**src/rtl/core_pkg.sv**
```systemverilog
// rtl/core_pkg.sv - shared core constants and the fetch-entry type
package core_pkg;

    localparam int XLEN = 32;
    localparam logic [XLEN-1:0] NOP_INSTR        = 32'h0000_0013;
    localparam logic [XLEN-1:0] RESET_PC_DEFAULT = 32'h0000_0000;

    typedef struct packed {
        logic [XLEN-1:0] pc;
        logic [XLEN-1:0] instr;
    } fetch_entry_t;

endpackage

```
**src/rtl/fetch_fifo.sv**
```systemverilog
// rtl/fetch_fifo.sv - DEPTH-entry circular buffer of fetched {pc, instr} entries
module fetch_fifo
    import core_pkg::*;
#(
    parameter  int DEPTH = 2,
    localparam int PW    = (DEPTH > 1) ? $clog2(DEPTH) : 1,
    localparam int CW    = $clog2(DEPTH + 1)
) (
    input  logic          clk,
    input  logic          rst_n,
    input  logic          flush,
    input  logic          push,
    input  logic          pop,
    input  fetch_entry_t  wdata,
    output fetch_entry_t  rdata,
    output logic [CW-1:0] count
);

    fetch_entry_t mem [DEPTH];
    logic [PW-1:0] head;
    logic [PW-1:0] tail;

    // DEPTH need not be a power of two, so pointers wrap explicitly
    function automatic logic [PW-1:0] next_ptr(input logic [PW-1:0] p);
        return (p == PW'(DEPTH - 1)) ? '0 : p + PW'(1);
    endfunction

    always_ff @(posedge clk) begin
        if (!rst_n || flush) begin
            head  <= '0;
            tail  <= '0;
            count <= '0;
        end else begin
            if (push) tail <= next_ptr(tail);
            if (pop)  head <= next_ptr(head);
            count <= count + CW'(push) - CW'(pop);
        end
    end

    always_ff @(posedge clk) begin
        if (push) mem[tail] <= wdata;
    end

    assign rdata = mem[head];

endmodule

```
**src/rtl/if_stage.sv**
```systemverilog
// rtl/if_stage.sv - instruction fetch: PC sequencing, redirect and fetch buffer
module if_stage
    import core_pkg::*;
#(
    parameter int               WIDTH    = 32,
    parameter logic [WIDTH-1:0] RESET_PC = RESET_PC_DEFAULT,
    parameter int               DEPTH    = 2
) (
    input  logic             clk,
    input  logic             rst_n,
    output logic [WIDTH-3:0] imem_addr_o,
    input  logic [WIDTH-1:0] imem_data_i,
    input  logic             redirect_i,
    input  logic [WIDTH-1:0] redirect_pc_i,
    output logic             id_valid_o,
    input  logic             id_ready_i,
    output logic [WIDTH-1:0] id_pc_o,
    output logic [WIDTH-1:0] id_instr_o
);

    localparam int CW = $clog2(DEPTH + 1);

    logic [WIDTH-1:0] pc_q;
    logic [CW-1:0]    count;
    logic             push;
    logic             pop;
    fetch_entry_t     wdata;
    fetch_entry_t     rdata;

    assign imem_addr_o = pc_q[WIDTH-1:2];
    assign id_valid_o  = (count != '0);
    assign pop         = id_valid_o & id_ready_i;
    // A full buffer still accepts a fetch when decode drains an entry this cycle
    assign push        = ~redirect_i & ((count < CW'(DEPTH)) | pop);

    assign wdata.pc    = pc_q;
    assign wdata.instr = imem_data_i;

    always_ff @(posedge clk) begin
        if (!rst_n) begin
            pc_q <= {RESET_PC[WIDTH-1:2], 2'b00};
        end else if (redirect_i) begin
            pc_q <= {redirect_pc_i[WIDTH-1:2], 2'b00};
        end else if (push) begin
            pc_q <= pc_q + WIDTH'(4);
        end
    end

    fetch_fifo #(
        .DEPTH (DEPTH)
    ) u_fetch_fifo (
        .clk   (clk),
        .rst_n (rst_n),
        .flush (redirect_i),
        .push  (push),
        .pop   (pop),
        .wdata (wdata),
        .rdata (rdata),
        .count (count)
    );

    // Idle outputs present a NOP at PC 0 so downstream never sees stale data
    assign id_pc_o    = id_valid_o ? rdata.pc    : '0;
    assign id_instr_o = id_valid_o ? rdata.instr : NOP_INSTR;

endmodule

```
**config.mk**
```make
export PLATFORM = sky130hd
export DESIGN_NAME = if_stage
export DESIGN_NICKNAME = d
export VERILOG_FILES = /design/src/rtl/core_pkg.sv /design/src/rtl/fetch_fifo.sv /design/src/rtl/if_stage.sv
export SDC_FILE = /design/constraint.sdc
export NUM_CORES = 1
export LEC_CHECK = 0
export CORE_UTILIZATION = 32
export CTS_CLUSTER_DIAMETER = 60
export DETAILED_ROUTE_END_ITERATION = 7
export PLACE_DENSITY = 0.56
export SLEW_MARGIN = 20
export SYNTH_ARGS = -nofsm -noshare
export SYNTH_HDL_FRONTEND = slang
export SYNTH_SLANG_ARGS = --single-unit
```
**constraint.sdc**
```tcl
create_clock -name clk -period 15.5 [get_ports clk]
set_input_delay 3.1 -clock clk [delete_from_list [all_inputs] [get_ports clk]]
set_output_delay 3.1 -clock clk [all_outputs]
set_load 0.02 [all_outputs]
```
Yosys cells after proc, flatten, opt, wreduce, memory -nomap -nowiden
Memory sizes are Yosys's and may differ from the RTL's. A register that Yosys moved wholly into a read port is not among the register bits.
Cells that the tools add are included.
Word-level totals
  output and inout bits: 95
  memories: 1
  bits in registers: 36
  bits in writable memories: 128
  input bits: 68
  logic and storage cells: 32
Memories
  u_fetch_fifo.mem: words 2, width 64, read ports 1, clocked after memory_dff 1, write ports 1, RTL line fetch_fifo.sv:19  | fetch_entry_t mem [DEPTH];
Operators by class
  $lt $le $gt $ge: 1
  bitwise logic cells: 5
  reductions and logical operators: 5
  mux-type cells: 10
  add/subtract/negate cells: 5
Operators with widths (count)
  $mux 32: 4
  $add 32x3->32 const B: 1
  $mux 1: 6
  $reduce_bool 2->1: 2
  $add 1x1->1 const B: 2
  $add 2x1->2: 1
  $and 1x1->1: 2
  $lt 2x2->1 const B: 1
  $not 1->1: 2
  $reduce_or 2->1: 1
  $sub 2x1->2: 1
  $logic_not 1->1: 1
  $logic_or 1x1->1: 1
  $or 1x1->1: 1

Longest topological paths before layout
  depth in word-level cells: 6
  depth in mapped cells: 9
  depth with buffers taken out: 9

Cells and area by module
A second synthesis with hierarchy kept.
Unflattened totals
  cell total of the unflattened synthesis: 548
  area total of the unflattened synthesis: 7511.0 um2
By module, submodules not included
  fetch_fifo: area an instance 5132.4 um2, cells an instance 220, seq. area each 3943.8 um2, instances 1
  if_stage: area an instance 2378.5 um2, cells an instance 328, seq. area each 600.6 um2, instances 1

Worst setup path before layout
No wires, ideal clock.
  kind: input to register
  from: input port redirect_i
  to: memory u_fetch_fifo.mem[0][0] (netlist bit) (enable)
  required time: 14.942 ns
  path slack: 7.164 ns
  setup time: 0.558 ns
  arrival: 7.778 ns
  stages: 3
  path buffers: 2
  cells stage by stage: clkbuf_1 -> clkbuf_1 -> nor3_1
On the way
  word-level cells in the longest chain between the ends: 4
RTL lines
  start, declared: RTL line if_stage.sv:13  | input logic redirect_i,
  $not 1->1: RTL line if_stage.sv:34  | assign push = ~redirect_i & ((count < CW'(DEPTH)) | pop);
  $and 1x1->1: RTL line if_stage.sv:34
  $mux 1: RTL line fetch_fifo.sv:41  | if (push) mem[tail] <= wdata;
  $mux 1 (implied by the code): RTL line fetch_fifo.sv:41
  end, declared: RTL line fetch_fifo.sv:19
Every way passes these cells.

Worst setup path after layout
  from: register u_fetch_fifo.count[1]
  to: output port id_instr_o[1]
On the way
  word-level cells in the longest chain between the ends: 2
RTL lines
  start, declared: RTL line fetch_fifo.sv:16  | output logic [CW-1:0] count
  start signal, assigned: RTL line fetch_fifo.sv:36  | count <= count + CW'(push) - CW'(pop);
  $reduce_bool 2->1: RTL line if_stage.sv:31  | assign id_valid_o = (count != '0);
  $mux 32: RTL line if_stage.sv:64  | assign id_instr_o = id_valid_o ? rdata.instr : NOP_INSTR;
  end, declared: RTL line if_stage.sv:18  | output logic [WIDTH-1:0] id_instr_o
Every way passes these cells.

==> impl_metrics.csv <==
group,metric,value,unit
timing,finalCriticalPeriod,5760,ps
timing,rsz0062_at_grt,"false",
logic_synthesis,synthSimpleGateAreaFrac,0.120,
logic_synthesis,ys_top_cells_by_area,"edfxtp_1, dfxtp_1, mux2i_1, nor2_1, xnor2_1",
route,vias_per_cell,4.58,
logic_synthesis,synth_top_cell_area_share,0.566,
final_layout,drive_gt1_frac,0.0722,
route,wirelength,15.1,mm
global_route,grtUsageTotal,0.150,
timing,setup_violations,0,
global_route,grt_pass1_wl,24.3,mm
logic_synthesis,synth-compound-area-share,0.0411,
timing,max_slew_margin,0.295,
route,routed-via-count,4283,
floorplan,boundaryPins,163,
logic_synthesis,syn_area,0.00658,mm2
placement,place.gp.congestion,0.813,
pwr,power.leakage,2.86,nW
global_route,grt_pass1_vias,4363,
setup_path,path_class,"flip-flop to output pin",
floorplan,die-area,0.0211,mm2
route,wl_per_cell,16.1,um
final_layout,num-nets-final,723,
logic_synthesis,synth_ff_type,"edfxtp_1",
cts,ctsHoldBuffers,0,
logic_synthesis,ys_types,33,
floorplan,die_w,145,um
final_layout,n_antenna_cell,0,
logic_synthesis,synth_top_family_by_area,"simple AND/OR/NAND/NOR gates",
cts,numCtsBuffers,17,
route,drc_errors,0,
floorplan,initial_utilization,0.326,
logic_synthesis,yosys_warnings,0,
logic_synthesis,synth-seq-area-share,0.673,
cts,cts.sinks,159,
timing,fin_skew,7.32,ps
placement,numPortBuffers,158,
cts,root_buffer,"clkbuf_16",
floorplan,fp.coreArea,0.0202,mm2
floorplan,fp.dieH,145,um
job,maxCapViolCount,0,
setup_path,cp-end-kind,"output pin",
logic_synthesis,synth_xor_area_frac,0.0426,
setup_path,cp.required,12400,ps
logic_synthesis,synth_async_sr_flop_share,0,
timing,whs,519,ps
logic_synthesis,synth_edf_count,124,
setup_path,r2r_cells,10,
timing,final-max-slew-violation-count,0,
setup_path,crit_fanout,50,
hold_path,min_path_cells,2,
outcome,status,"complete, no violations",
timing,period_share,0.371,
hold_path,hold_class,"flip-flop to flip-flop",
global_route,grt_start_max_net_pins,63,
timing,fmax,174,MHz
cts,clk_latency,420,ps
placement,dp.final_hpwl,9.83,mm
timing,tns,0,ps
logic_synthesis,yosysMostFrequentCell,"edfxtp_1",
pwr,p_per_area,113,mW/mm2
cts,clk_pin_slew_worst_paths,60,ps
route,ant_nets,0,
route,drt_first_pass_iters,4,
cts,cts-resized-gates,0,
cts,cts_tree,"built",
global_route,antenna_found_initial,1,
global_route,overflow,0,
floorplan,rows,52,
pwr,vdd_ir_drop_max,0.0744,mV
timing,worst_pin_slew,1050,ps
final_layout,area_growth_syn_to_layout,36.7,%
cts,cts_setup_buffers,0,
cts,cts_buffer_depth,2,
logic_synthesis,yosys.area_share.adder,0.00571,
logic_synthesis,ys_seq_elements,159,
final_layout,n_fill_cell,1854,
logic_synthesis,synth_top_area_cell,"edfxtp_1",
cts,cts_htree_levels,4,
placement,dpl_worst_slack,9110,ps
timing,layout_setup_ws,9740,ps
timing,hold_violations,0,
route,dr.first_iter.drc_count,201,
setup_path,start_kind,"flip-flop",
logic_synthesis,synth_commonest_cells,"edfxtp_1, nor2_1, mux2i_1, dfxtp_1",
logic_synthesis,muxShareOfSynthArea,0.0944,
logic_synthesis,syn_avg_cell_area,13.2,um2
setup_path,critical_path_arrival,2660,ps
logic_synthesis,netlist_instances,497,
[worst paths after layout]
kind                                                          to  slack, ps                              from
worst max-delay path                               id_instr_o[1]       9740  u_fetch_fifo.count[1]$_SDFF_PP0_
worst min-delay path                                   flip-flop        520    u_fetch_fifo.head$_SDFFE_PP0P_
worst max register to register  u_fetch_fifo.count[1]$_SDFF_PP0_      12730  u_fetch_fifo.count[1]$_SDFF_PP0_
worst min register to register                         flip-flop        520    u_fetch_fifo.head$_SDFFE_PP0P_
[cells in the final DEF, fill, tap and decap left out, drive strengths merged]
| cell | count |
|---|---|
| clkdlybuf4s50 | 158 |
| edfxtp | 124 |
| nor2 | 69 |
| mux2i | 62 |
| dfxtp | 35 |
| o21ai | 29 |
| xnor2 | 27 |
| a21oi | 22 |
| nand2 | 21 |
| clkbuf | 21 |
| nand3 | 11 |
| nor4 | 11 |
| inv | 10 |
| nand4 | 10 |
| and2 | 9 |
| nor3 | 7 |
| clkinv | 6 |
| xor2 | 5 |
| and4 | 4 |
| clkinvlp | 4 |
| and3 | 4 |
| buf | 4 |
| nor2b | 3 |
| ha | 3 |
| conb | 2 |
| nand2b | 1 |
| a31o | 1 |
| a31oi | 1 |
| bufinv | 1 |
[metal layers]
layer	wire length [um]	up-vias	track usage
li1	-	2108	-
met1	6720	2041	0.191
met2	7330	112	0.244
met4	169	2	0.0463
met5	13	-	0
met3	864	20	0.0458
[critical path: stages, from the launching register on]
cell and delay (ps):
dfxtp_1 360, nor2_4 370, buf_4 560, inv_1 220
nand2_1 110, clkdlybuf4s50_1 600
[sequential cells by signal, indices dropped and copies added (netlist names), named ones only]
name / cells
u_fetch_fifo.head: 1
u_fetch_fifo.count: 2
pc_q: 30
u_fetch_fifo.tail: 1
u_fetch_fifo.mem: 124
[cell type report]
class	instances	area, um2	area share
flip-flops and latches	159	4430	0.492
repair buffers	162	1630	0.181
inverters	10	37.5	0.00417
multi-input cells	302	2020	0.225
well taps	270	338	0.0376
clock buffers	21	440	0.0490
clock inverters	11	93.8	0.0104
[power by group]
part           switching (mW)  internal [mW]
Clock                   0.161          0.219
Sequential             0.0159          0.487
Combinational          0.0700         0.0625
Total                   0.247          0.769
[cells by family after synthesis]
logic type,count (synthesis)
buffers and inverters,37
AND/OR/NAND/NOR,150
AO/OA/AOI/OAI,53
adder cells (fa/ha/maj),3
flip-flops,159
multiplexers,62
XOR/XNOR,32
other,1
[per-stage QoR]
step                      instances  utilization  total power, mW  area (um2)
after floorplan                 498            -            0.577        6580
after global placement          902        0.418            0.644        8430
after detailed placement        903        0.419            0.647        8460
after CTS                       935        0.446             1.03        8990
after global routing            935        0.446             1.06        8990
final                           935        0.446             1.02        8990
Power figures use the tool's default switching activity.
